<file path="src/rtl/m65c02_msu_if.sv">
// m65c02_msu_if: request/result bundle between the microprogram controller
// (master) and the multi-cycle shift/rotate sequencer (slave).
//
// Handshake: the master raises Start for one cycle while Busy=0. The slave
// latches D/Ci/Cnt/Mode/Asr on that edge and holds Busy=1 until the result is
// final. Done=1 marks the single cycle in which Q/Co/OV are final. Start
// while Busy=1 is ignored.
interface m65c02_msu_if #(
    parameter int WIDTH = 16,
    parameter int CNT_W = 5
);
    logic             Start;
    logic [1:0]       Mode;
    logic             Asr;
    logic [WIDTH-1:0] D;
    logic             Ci;
    logic [CNT_W-1:0] Cnt;
    logic [WIDTH-1:0] Q;
    logic             Co;
    logic             OV;
    logic             N;
    logic             Z;
    logic             Busy;
    logic             Done;

    modport master (
        output Start, Mode, Asr, D, Ci, Cnt,
        input  Q, Co, OV, N, Z, Busy, Done
    );

    modport slave (
        input  Start, Mode, Asr, D, Ci, Cnt,
        output Q, Co, OV, N, Z, Busy, Done
    );
endinterface

</file>
<file path="src/rtl/m65c02_msu.sv">
// m65c02_msu: iterative shift/rotate sequencer. It performs one single-bit
// ASL/ROL/LSR/ROR step per clock for Cnt clocks, then pulses Done.
// Optional macro M65C02_MSU_ASR_EN: when defined, Mode=2'b10 with Asr=1
// performs an arithmetic right shift (sign bit replicated). When undefined,
// Asr is ignored and no ASR logic exists.
module m65c02_msu #(
    parameter int WIDTH = 16,
    parameter int CNT_W = 5
) (
    input  logic               Clk,
    input  logic               Rst,
    m65c02_msu_if.slave        bus,
    output logic [1:0]         dbg_state_o
);
    localparam int MSB = WIDTH - 1;

    typedef enum logic [1:0] {
        S_IDLE  = 2'd0,
        S_SHIFT = 2'd1,
        S_DONE  = 2'd2
    } state_t;

    state_t           state_q;
    logic [CNT_W-1:0] cnt_q;
    logic [WIDTH-1:0] q_q;
    logic             co_q;
    logic             ov_q;
    logic [1:0]       mode_q;
`ifdef M65C02_MSU_ASR_EN
    logic             asr_q;
`endif

    logic [WIDTH-1:0] q_d;
    logic             co_d;
    logic             ov_d;

    // Result of one single-bit step applied to the current Q/Co/OV.
    always_comb begin
        q_d  = q_q;
        co_d = co_q;
        ov_d = ov_q;
        case (mode_q)
            2'b00: begin
                co_d = q_q[MSB];
                q_d  = {q_q[MSB-1:0], 1'b0};
                ov_d = ov_q | (q_q[MSB] ^ q_q[MSB-1]);
            end
            2'b01: begin
                {co_d, q_d} = {q_q, co_q};
                ov_d = ov_q | (q_q[MSB] ^ q_q[MSB-1]);
            end
            2'b10: begin
                co_d = q_q[0];
`ifdef M65C02_MSU_ASR_EN
                q_d  = {asr_q & q_q[MSB], q_q[MSB:1]};
`else
                q_d  = {1'b0, q_q[MSB:1]};
`endif
            end
            default: begin
                {q_d, co_d} = {co_q, q_q};
            end
        endcase
    end

    // Sequencer: load on Start in IDLE, step while the counter runs, then one
    // DONE cycle. Reset aborts any operation without a Done pulse.
    always_ff @(posedge Clk) begin
        if (Rst) begin
            state_q <= S_IDLE;
            cnt_q   <= '0;
            q_q     <= '0;
            co_q    <= 1'b0;
            ov_q    <= 1'b0;
            mode_q  <= 2'b00;
`ifdef M65C02_MSU_ASR_EN
            asr_q   <= 1'b0;
`endif
        end else begin
            case (state_q)
                S_IDLE: begin
                    if (bus.Start) begin
                        q_q    <= bus.D;
                        co_q   <= bus.Ci;
                        ov_q   <= 1'b0;
                        mode_q <= bus.Mode;
`ifdef M65C02_MSU_ASR_EN
                        asr_q  <= bus.Asr;
`endif
                        cnt_q  <= bus.Cnt;
                        state_q <= (bus.Cnt != '0) ? S_SHIFT : S_DONE;
                    end
                end
                S_SHIFT: begin
                    q_q   <= q_d;
                    co_q  <= co_d;
                    ov_q  <= ov_d;
                    cnt_q <= cnt_q - 1'b1;
                    if (cnt_q == CNT_W'(1)) begin
                        state_q <= S_DONE;
                    end
                end
                S_DONE: begin
                    state_q <= S_IDLE;
                end
                default: begin
                    state_q <= S_IDLE;
                end
            endcase
        end
    end

    assign bus.Q       = q_q;
    assign bus.Co      = co_q;
    assign bus.OV      = ov_q;
    assign bus.N       = q_q[MSB];
    assign bus.Z       = (q_q == '0);
    assign bus.Busy    = (state_q != S_IDLE);
    assign bus.Done    = (state_q == S_DONE);
    assign dbg_state_o = state_q;
endmodule

</file>
<file path="src/flat_wrapper.sv">
// flat-port wrapper written by rule: the top's interface ports become plain ports
module m65c02_msu_flat 
#(
    parameter int WIDTH = 16,
    parameter int CNT_W = 5
)
  (Clk, Rst, dbg_state_o, bus_Start, bus_Mode, bus_Asr, bus_D, bus_Ci, bus_Cnt, bus_Q, bus_Co, bus_OV, bus_N, bus_Z, bus_Busy, bus_Done);
  m65c02_msu_if #(.WIDTH(WIDTH), .CNT_W(CNT_W)) bus_i ();
  input  logic Clk;
  input  logic Rst;
  output logic [1:0] dbg_state_o;
  input wire logic [$bits(bus_i.Start)-1:0] bus_Start;
  input wire logic [$bits(bus_i.Mode)-1:0] bus_Mode;
  input wire logic [$bits(bus_i.Asr)-1:0] bus_Asr;
  input wire logic [$bits(bus_i.D)-1:0] bus_D;
  input wire logic [$bits(bus_i.Ci)-1:0] bus_Ci;
  input wire logic [$bits(bus_i.Cnt)-1:0] bus_Cnt;
  output wire logic [$bits(bus_i.Q)-1:0] bus_Q;
  output wire logic [$bits(bus_i.Co)-1:0] bus_Co;
  output wire logic [$bits(bus_i.OV)-1:0] bus_OV;
  output wire logic [$bits(bus_i.N)-1:0] bus_N;
  output wire logic [$bits(bus_i.Z)-1:0] bus_Z;
  output wire logic [$bits(bus_i.Busy)-1:0] bus_Busy;
  output wire logic [$bits(bus_i.Done)-1:0] bus_Done;
  assign bus_i.Start = bus_Start;
  assign bus_i.Mode = bus_Mode;
  assign bus_i.Asr = bus_Asr;
  assign bus_i.D = bus_D;
  assign bus_i.Ci = bus_Ci;
  assign bus_i.Cnt = bus_Cnt;
  assign bus_Q = bus_i.Q;
  assign bus_Co = bus_i.Co;
  assign bus_OV = bus_i.OV;
  assign bus_N = bus_i.N;
  assign bus_Z = bus_i.Z;
  assign bus_Busy = bus_i.Busy;
  assign bus_Done = bus_i.Done;
  m65c02_msu #(.WIDTH(WIDTH), .CNT_W(CNT_W)) u_core (.Clk(Clk), .Rst(Rst), .bus(bus_i), .dbg_state_o(dbg_state_o));
endmodule
</file>
<file path="config.mk">
export PLATFORM = sky130hd
export DESIGN_NAME = m65c02_msu_flat
export DESIGN_NICKNAME = d
export VERILOG_FILES = /design/src/rtl/m65c02_msu_if.sv /design/src/rtl/m65c02_msu.sv /design/src/flat_wrapper.sv
export SDC_FILE = /design/constraint.sdc
export NUM_CORES = 1
export LEC_CHECK = 0
export BUFFER_PORTS_ARGS = -buffer_cell sky130_fd_sc_hd__buf_2
export CAP_MARGIN = 20
export CORE_UTILIZATION = 45
export CTS_BUF_LIST = sky130_fd_sc_hd__clkbuf_4 sky130_fd_sc_hd__clkbuf_8
export DETAILED_ROUTE_END_ITERATION = 8
export PLACE_DENSITY = 0.76
export SYNTH_ARGS = -nofsm -noshare
export SYNTH_HDL_FRONTEND = slang
export SYNTH_SLANG_ARGS = --single-unit
</file>
<file path="constraint.sdc">
create_clock -name Clk -period 1.3 [get_ports Clk]
set_input_delay 0.13 -clock Clk [delete_from_list [all_inputs] [get_ports Clk]]
set_output_delay 0.13 -clock Clk [all_outputs]
set_load 0.005 [all_outputs]
</file>
==> impl_metrics.ini, run 1 <==
[yosys]
syn_inst = 162
synth_top_family_by_area = compound AO/OA/AOI/OAI gates
syn_area_per_cell_um2 = 9.47
synth-xor-area-share = 0
synth_most_common_cell = dfxtp_1
synth_common_cells = dfxtp_1 (27), nor2_1 (19), mux2_2 (14), a222oi_1 (10), nor3_1 (9)
synth_nets = 193
synth_area_mm2 = 0.00153
synthSimpleGateAreaFrac = 0.193
ys_seq_elements = 27
synth-compound-area-share = 0.216
yosysSeqAreaShare = 0.352
ys.flop_type = dfxtp_1
async_flop_share = 0
yosysTopAreaCellShare = 0.352
synth_cell_types = 43
synth_mux_area_frac = 0.123
synthAdderAreaFrac = 0.0245
synth_area_leaders = dfxtp_1 (35%), mux2_2 (10%), a222oi_1 (6.5%), nor2_1 (4.6%), buf_6 (4.4%)
synth_top_area_cell = dfxtp_1
yosysWarnings = 0
synth_enable_flop_cells = 0

[clock_network]
cts_made_buffers = 3
clk_latency_ns = 0.34
htree_levels = 1
clk_pin_slew_worst_paths_ns = 0.15
clock_path_buffers = 2
cts_sinks = 27
cts_hold_buf = 0
cts_tree = yes
cts-root-buf = clkbuf_4

[hold_path]
whs_endpoint = u_core.bus.Q[13]
worstHoldStart = bus_D[13]
hold_depth = 3
holdCritPathClass = input port to register

[detailed_routing]
drtIter0Drc = 152
drt_wl_total_um = 4780
vias_per_cell = 5.92
ant_nets = 0
wl_per_cell_um = 17.3
dr.pass1.iters = 4
num_vias = 1633
drc_errors = 0

[timing]
tns_ns = -0.510
timing.final.max_slew_violations = 0
max_freq_mhz = 633
slew_headroom = 0.705
rsz0062_at_grt = true
timing.final.ws_setup_ns = -0.281
finalCritPeriodShare = 1.22
finalHoldViolations = 0
fin_skew_ns = 0.0105
min_period_ns = 1.58
setup_viol = 8
worst_slew_pin_slew_ns = 0.442

[grt]
use_met1 = 0.339
grt_pass1_vias = 1395
grt_max_degree = 22
grtUsageMet3 = 0.0384
grt_overflow = 0
top_usage_layer = met2
globalRouteMet2Util = 0.388
grt.total_usage = 0.242
antenna_found_initial = 0
grt_pass1_wl_um = 6670

[power_and_ir_drop]
p_total_mw = 2.37
p_per_area_mw_per_mm2 = 1060
ir_worst_vdd_mv = 0.674
leakage_nw = 1.00

[setup_path]
endpoint_kind = output pin
critPathRequiredTime_ns = 1.17
r2r_setup_slack_ns = -0.07
r2r_cells = 4
r2r-start = u_core.mode_q[1]
criticalPathCategory = register to output pin
rr_endpoint = u_core.bus.Q[10]
critPathArrivalTime_ns = 1.45
start_kind = register
cp_max_fo = 2

[finish]
multiInputGateArea_mm2 = 0.00101
n_antenna_cell = 0
fillers = 252
drive_gt1_frac = 0.543
syn2layout_area_growth_pct = 45.9
register_area_um2 = 557
nNetsFinal = 264
stdcell_count = 276

[placement]
dp.final_hpwl_um = 2790
place.gp.congestion = 0.857
dp_cells = 257
place_ws_ns = -0.0657
portBuffers = 50

[floorplan]
start_util = 0.487
die_w_um = 60.4
die_area_mm2 = 0.00365
core-area_mm2 = 0.00315
row_count = 20
io_pins = 52
die_h_um = 60.4

[job]
cap_violations = 0

[status]
outcome = finished, violations left
violations = setup timing
## stage by stage
stage / utilization / hold slack (ns) / area, µm²
floorplan: - / 0.277 / 1540
global placement: 0.592 / 0.364 / 1870
detailed placement: 0.592 / 0.374 / 1870
CTS: 0.634 / 0.0232 / 2000
global route: 0.710 / 0.0268 / 2240
finish: 0.710 / 0.0142 / 2240
## timing repair
action	in CTS	in global routing
gates resized for setup	21	26
buffers inserted	2	9
pin swaps	13	14
gates cloned	1	3
setup endpoints to repair	23	24
## logic make-up (layout without fill, tap and decap cells)
| kind of cell | Yosys count | in the layout |
|---|---|---|
| flip-flops | 27 | 27 |
| AND/OR/NAND/NOR | 53 | 53 |
| AO/OA/AOI/OAI | 41 | 43 |
| adder cells (fa/ha/maj) | 3 | 3 |
| buffers and inverters | 21 | 89 |
| multiplexers | 17 | 17 |
## placed cells by master (no fill, tap or decap), types with 2 or more instances in the layout
master     netlist  routed
a22oi_1          2       2
buf_4            3      18
dfxtp_4          0       3
a221oi_2         0       5
mux2i_1          2       2
o21ai_0          2       2
nand2_1          2       2
inv_2            0       3
clkbuf_16        0       2
mux2_4           0       8
buf_6            6       7
buf_2            3      49
buf_12           0       2
mux2_2          14       7
ha_4             0       2
nor2_1          19      19
inv_1            6       3
dfxtp_2          0       4
clkbuf_4         0       3
a21oi_1          7       7
a21o_1           2       2
nand3_1          2       2
nor4_1           3       3
nor3_1           9       8
a222oi_1        10      10
dfxtp_1         27      20
a211oi_1         6       5
o21bai_4         1       2
nand2b_1         5       5
## worst max path at each step
stage          slack, ns  cells past startpoint               end                  start
2_1_floorplan      0.007                      4     u_core.bus.Co       u_core.mode_q[1]
3_3_place_gp       -0.05                      3   u_core.cnt_q[1]  u_core.dbg_state_o[0]
3_5_place_dp       -0.07                      3  u_core.bus.Q[14]  u_core.dbg_state_o[0]
4_1_cts            -0.21                      5             bus_Z       u_core.bus.Q[14]
5_1_grt            -0.31                      5             bus_Z       u_core.bus.Q[14]
6_report           -0.28                      5             bus_Z       u_core.bus.Q[14]
## sequential cells by signal, indices dropped and copies added, names as in the netlist
register            count
u_core.bus.Q           16
u_core.cnt_q            5
u_core.dbg_state_o      2
u_core.mode_q           2
u_core.bus.Co           1
u_core.bus.OV           1
## final cells by class
class | count | share of cell area
clock buffers | 3 | 0.0101
clock inverters | 1 | 0.00224
inverters | 6 | 0.0101
multi-input cells | 116 | 0.452
flip-flops and latches | 27 | 0.249
well taps | 44 | 0.0246
repair buffers | 79 | 0.252
## routing by layer
layer | up-vias | share of wire
met1 | 785 | 0.43
li1 | 764 | -
met3 | 5 | 0.067
met4 | 0 | 0.0079
met5 | - | 0
met2 | 79 | 0.50
## critical path: stages (launching register included)
cell	delay, ns
dfxtp_2	0.36
inv_2	0.08
ha_4	0.13
nor4b_4	0.20
and4_1	0.23
buf_2	0.11
## where the power goes
part	switching [mW]	internal (mW)	leakage, nW	total [mW]
Combinational	0.424	0.532	0.761	0.956
Sequential	0.117	0.919	0.226	1.04
Clock	0.262	0.116	0.0177	0.378
Total	0.802	1.57	1.00	2.37
(Power assumes the default switching activity.)
==> run 2: changes to the inputs <==
--- a/config.mk
+++ b/config.mk
@@ -5,12 +5,14 @@
 export SDC_FILE = /design/constraint.sdc
 export NUM_CORES = 1
 export LEC_CHECK = 0
+export ABC_AREA = 1
 export BUFFER_PORTS_ARGS = -buffer_cell sky130_fd_sc_hd__buf_2
 export CAP_MARGIN = 20
+export CORE_MARGIN = 5
 export CORE_UTILIZATION = 45
 export CTS_BUF_LIST = sky130_fd_sc_hd__clkbuf_4 sky130_fd_sc_hd__clkbuf_8
 export DETAILED_ROUTE_END_ITERATION = 8
-export PLACE_DENSITY = 0.76
+export PLACE_DENSITY = 0.75
 export SYNTH_ARGS = -nofsm -noshare
 export SYNTH_HDL_FRONTEND = slang
 export SYNTH_SLANG_ARGS = --single-unit
==> impl_metrics.ini, run 2 <==
[detailed_routing]
ant_nets = 0
drtIter0Drc = 111
wl_per_cell_um = 11.6
vias_per_cell = 4.95
num_vias = 1704
dr.pass1.iters = 4
drc_errors = 0
drt_wl_total_um = 4000

[power_and_ir_drop]
pwr-share-seq = 0.478
p_sw_frac = 0.350
switchingPower_uw = 744
p_comb_frac = 0.336
internal-power_mw = 1.38
ir_worst_vdd_mv = 0.438
p_total_mw = 2.13
leakage_nw = 1.02
power_frac_clock = 0.185
p_per_area_mw_per_mm2 = 1090

[hold_path]
hold_depth = 2
holdCritPathClass = input port to register

[floorplan]
die_w_um = 68.8
die_h_um = 68.8
io_pins = 52
row_count = 21
core-area_mm2 = 0.00334
start_util = 0.466
die_area_mm2 = 0.00473

[yosys]
yosysSeqAreaShare = 0.348
synth_top_area_cell = dfxtp_1
synth_enable_flop_cells = 0
synth_cell_types = 24
synth_common_cells = nand2_1 (57), inv_1 (29), nor2_1 (29), dfxtp_1 (27), o21ai_0 (26)
async_flop_share = 0
synth_most_common_cell = nand2_1
synth_nets = 272
yosysWarnings = 0
synth_area_leaders = dfxtp_1 (35%), nand2_1 (14%), o21ai_0 (8.4%), a21oi_1 (7.1%), inv_1 (7.0%)
syn_inst = 241
ys_seq_elements = 27
synth_area_mm2 = 0.00156
ys.flop_type = dfxtp_1
syn_area_per_cell_um2 = 6.45
yosysTopAreaCellShare = 0.348

[placement]
place.gp.congestion = 0.837
place_ws_ns = 0.0425
dp.final_hpwl_um = 2970
portBuffers = 50

[grt]
grt_pass1_wl_um = 6650
grt_overflow = 0
grt_max_degree = 21
grt_pass1_vias = 1518
grt.total_usage = 0.183
antenna_found_initial = 0

[timing]
timing.final.ws_setup_ns = -0.216
timing.final.max_slew_violations = 0
finalCritPeriodShare = 1.17
rsz0062_at_grt = true
max_freq_mhz = 660
slew_headroom = 0.709
hold_ws_ns = 0.0215
finalHoldViolations = 0
worst_slew_pin_slew_ns = 0.436
setup_viol = 1
tns_ns = -0.216
fin_skew_ns = 0.00565
min_period_ns = 1.52

[clock_network]
cts_made_buffers = 3
clock_path_buffers = 2
cts_tree = yes
cts-root-buf = clkbuf_4
clk_latency_ns = 0.33
htree_levels = 1
clk_pin_slew_worst_paths_ns = 0.14
cts_sinks = 27
cts_hold_buf = 0

[finish]
nNetsFinal = 330
drive_gt1_frac = 0.285
layout_common_cells = nand2_1 (56), buf_2 (50), inv_1 (28), nor2_1 (28), o21ai_0 (25)
fin_util = 0.587
mostFrequentLayoutCell = nand2_1
syn2layout_area_growth_pct = 26.0
n_antenna_cell = 0
largest_reg_flops = 16

[job]
cap_violations = 0

[setup_path]
start_kind = register
critPathArrivalTime_ns = 1.39
criticalPathCategory = register to output pin
cp_max_fo = 2
r2r_setup_slack_ns = 0.08
endpoint_kind = output pin
r2r_cells = 6
critPathRequiredTime_ns = 1.17

[status]
violations = setup timing
outcome = finished, violations left
==> run 2: cell types whose count changed in the layout (fill, tap and decap cells not counted), moves of 7 or more <==
cell      delta
inv_1       +25
nand3_1     +11
a21oi_1     +15
mux2_4       -8
mux2_2       -7
o21ai_0     +23
nor2_1       +9
nor3_1       -7
a222oi_1    -10
o211ai_1     +7
nand2_1     +54
==> run 2: per-stage QoR <==
step,instances,cell area [µm²]
after floorplan,241,1560
after global placement,338,1870
after detailed placement,338,1870
after CTS,343,1920
after global routing,344,1960
final,344,1960
==> run 2: path summary, 6_finish.rpt <==
kind	endpoint	from
worst max-delay path	bus_Z	u_core.bus.Q[15]
worst min-delay path	u_core.cnt_q[3]	Rst
worst max register to register	u_core.cnt_q[2]	u_core.cnt_q[0]
worst min register to register	u_core.bus.OV	u_core.bus.OV
==> run 2: kinds of logic after synthesis <==
| family | after synthesis | synth area share |
|---|---|---|
| compound gates | 59 | 0.205 |
| fa+ha+maj | 3 | 0.0241 |
| buf+inv | 43 | 0.134 |
| flops | 27 | 0.348 |
| simple gates | 109 | 0.290 |
==> run 2: power groups by stage <==
| stage | clock network [mW] | logic [mW] | registers (mW) |
|---|---|---|---|
| after floorplan | 0 | 0.458 | 1.02 |
| after global placement | 0 | 0.675 | 1.03 |
| after detailed placement | 0 | 0.682 | 1.03 |
| after CTS | 0.408 | 0.698 | 1.01 |
| after global routing | 0.441 | 0.822 | 1.03 |
| final | 0.394 | 0.715 | 1.02 |
==> run 2: final cells by class <==
cell class | instances | area (µm²)
Sequential cell | 27 | 548
Timing Repair Buffer | 65 | 367
Multi-Input combinational cell | 171 | 836
Clock buffer | 4 | 30.0
Fill cell | 353 | 1380
Inverter | 31 | 121
Tap cell | 46 | 57.6
==> run 2: timing repair <==
| item | 4_1_cts | 5_1_grt |
|---|---|---|
| pin swaps | 1 | 0 |
| buffers inserted | 1 | 1 |
| resized for setup | 3 | 15 |
| setup endpoints to repair | 1 | 26 |
==> run 2: critical path, stage by stage (launching register included) <==
cell     delay [ns]
dfxtp_1        0.34
inv_1          0.07
ha_1           0.15
nand2_1        0.05
nor3_1         0.12
nand4_1        0.11
nor2_1         0.11
buf_2          0.12
==> run 2: routing by layer <==
layer	vias up	GRT usage	wire length, µm
met5	-	0	0
met4	0	0.0706	70
met3	7	0.0243	234
met2	40	0.286	1750
met1	758	0.255	1950
li1	899	-	-
==> run 3: changes to the inputs <==
--- a/config.mk
+++ b/config.mk
@@ -13,6 +13,7 @@
 export CTS_BUF_LIST = sky130_fd_sc_hd__clkbuf_4 sky130_fd_sc_hd__clkbuf_8
 export DETAILED_ROUTE_END_ITERATION = 8
 export PLACE_DENSITY = 0.75
+export SETUP_SLACK_MARGIN = 0.15
 export SYNTH_ARGS = -nofsm -noshare
 export SYNTH_HDL_FRONTEND = slang
 export SYNTH_SLANG_ARGS = --single-unit
==> impl_metrics.ini, run 3 (same netlist as run 2, synthesis figures left out) <==
[timing]
hold_ws_ns = 0.0170
worst_slew_pin_slew_ns = 0.537
setup_viol = 1
timing.final.ws_setup_ns = -0.266
rsz0062_at_grt = true
timing.final.max_slew_violations = 0
fin_skew_ns = 0.00156
finalHoldViolations = 0
max_freq_mhz = 639
finalCritPeriodShare = 1.20
slew_headroom = 0.641
tns_ns = -0.266
min_period_ns = 1.57

[finish]
stdcell_count = 355
fin_area_mm2 = 0.00237
drive_gt1_frac = 0.440
fin_util = 0.712
nNetsFinal = 341
largest_reg_flops = 16
mostFrequentLayoutCell = buf_2
syn2layout_area_growth_pct = 52.7
layout_common_cells = buf_2 (50), nand2_1 (46), inv_1 (25), nor2_1 (25), o21ai_0 (22)
n_antenna_cell = 0

[placement]
dp_cells = 340
dp.final_hpwl_um = 3120
place.gp.congestion = 0.889
placed_area_mm2 = 0.00189
portBuffers = 50
place_ws_ns = 0.0553

[clock_network]
clock_path_buffers = 2
cts_made_buffers = 3
clk_pin_slew_worst_paths_ns = 0.15
cts-root-buf = clkbuf_4
cts_sinks = 27
clk_latency_ns = 0.33
htree_levels = 1
cts_tree = yes

[setup_path]
start_kind = register
critPathArrivalTime_ns = 1.44
critPathRequiredTime_ns = 1.17
cp_max_fo = 2
endpoint_kind = output pin
critPathMaxStageDelay_ns = 0.34
crit_slowest_cell = dfxtp_1
criticalPathCategory = register to output pin
worstPathCellList = inv_1 > ha_1 > nand2_1 > nor3_2 > nand4_1 > nor2_1 > buf_2

[floorplan]
io_pins = 52
die_h_um = 68.8
die_w_um = 68.8
die_area_mm2 = 0.00473
start_util = 0.466
core-area_mm2 = 0.00334
row_count = 21

[detailed_routing]
dr.pass1.iters = 5
vias_per_cell = 5.21
wl_per_cell_um = 14.8
drtIter0Drc = 157
drt_wl_total_um = 5260
num_vias = 1848
drc_errors = 0
ant_nets = 0

[grt]
grt_pass1_wl_um = 7110
grt_overflow = 0
grt_max_degree = 18
antenna_found_initial = 0
grt.total_usage = 0.196
grt_pass1_vias = 1611

[status]
outcome = finished, violations left
violations = setup timing

[power_and_ir_drop]
p_total_mw = 2.47
ir_worst_vdd_mv = 0.523
leakage_nw = 1.20
p_per_area_mw_per_mm2 = 1040

[job]
cap_violations = 0

[hold_path]
holdCritPathClass = input port to register
run 3: changes by cell type in the layout (fill, tap and decap cells not counted), sizes merged:
cell	previous run	this run
buf	65	72
clkbuf	4	6
clkinv	0	2
dlygate4sd3	0	1
inv	31	30
run 3: per-layer routing:
| metal | up-vias | wire length [µm] | global-route usage |
|---|---|---|---|
| met4 | 0 | 35 | 0.0633 |
| met3 | 5 | 332 | 0.0357 |
| met2 | 78 | 2620 | 0.319 |
| li1 | 915 | - | - |
| met1 | 850 | 2270 | 0.262 |
| met5 | - | 0 | 0 |
run 3: area by class of cell:
cell class                      instances  area (µm²)
Clock buffer                            3        22.5
Clock inverter                          1        5.00
Fill cell                             298         962
Inverter                               31         139
Multi-Input combinational cell        171        1050
Sequential cell                        27         559
Tap cell                               46        57.6
Timing Repair Buffer                   76         546
run 3: final timing paths:
check	startpoint	cells past startpoint	slack (ns)	to
worst max-delay path	u_core.bus.Q[15]	7	-0.27	bus_Z
worst min-delay path	Rst	2	0.02	u_core.cnt_q[4]
worst max register to register	u_core.dbg_state_o[1]	9	0.08	u_core.bus.Q[5]
worst min register to register	u_core.cnt_q[2]	2	0.52	u_core.cnt_q[2]
run 3: timing repair:
item	in CTS	in global routing
cloned	0	4
hold buffers	0	1
endpoints found under the hold margin	0	1
setup buffers	6	0
endpoints found under the setup margin	30	25
pin swaps	4	19
resized for setup	21	73
run 3: power by group:
| group | internal, mW | leakage [nW] | switching, mW |
|---|---|---|---|
| clock | 0.116 | 0.0177 | 0.267 |
| combinational | 0.493 | 0.954 | 0.548 |
| sequential | 0.927 | 0.227 | 0.119 |
run 3: worst max-delay path: cells and delay by family, from the launching register on:
family / cells / cell delay (ns)
DFF: 1 / 0.34
buffers and inverters: 2 / 0.20
and+or+nand+nor: 4 / 0.42
adders and majority gates: 1 / 0.14
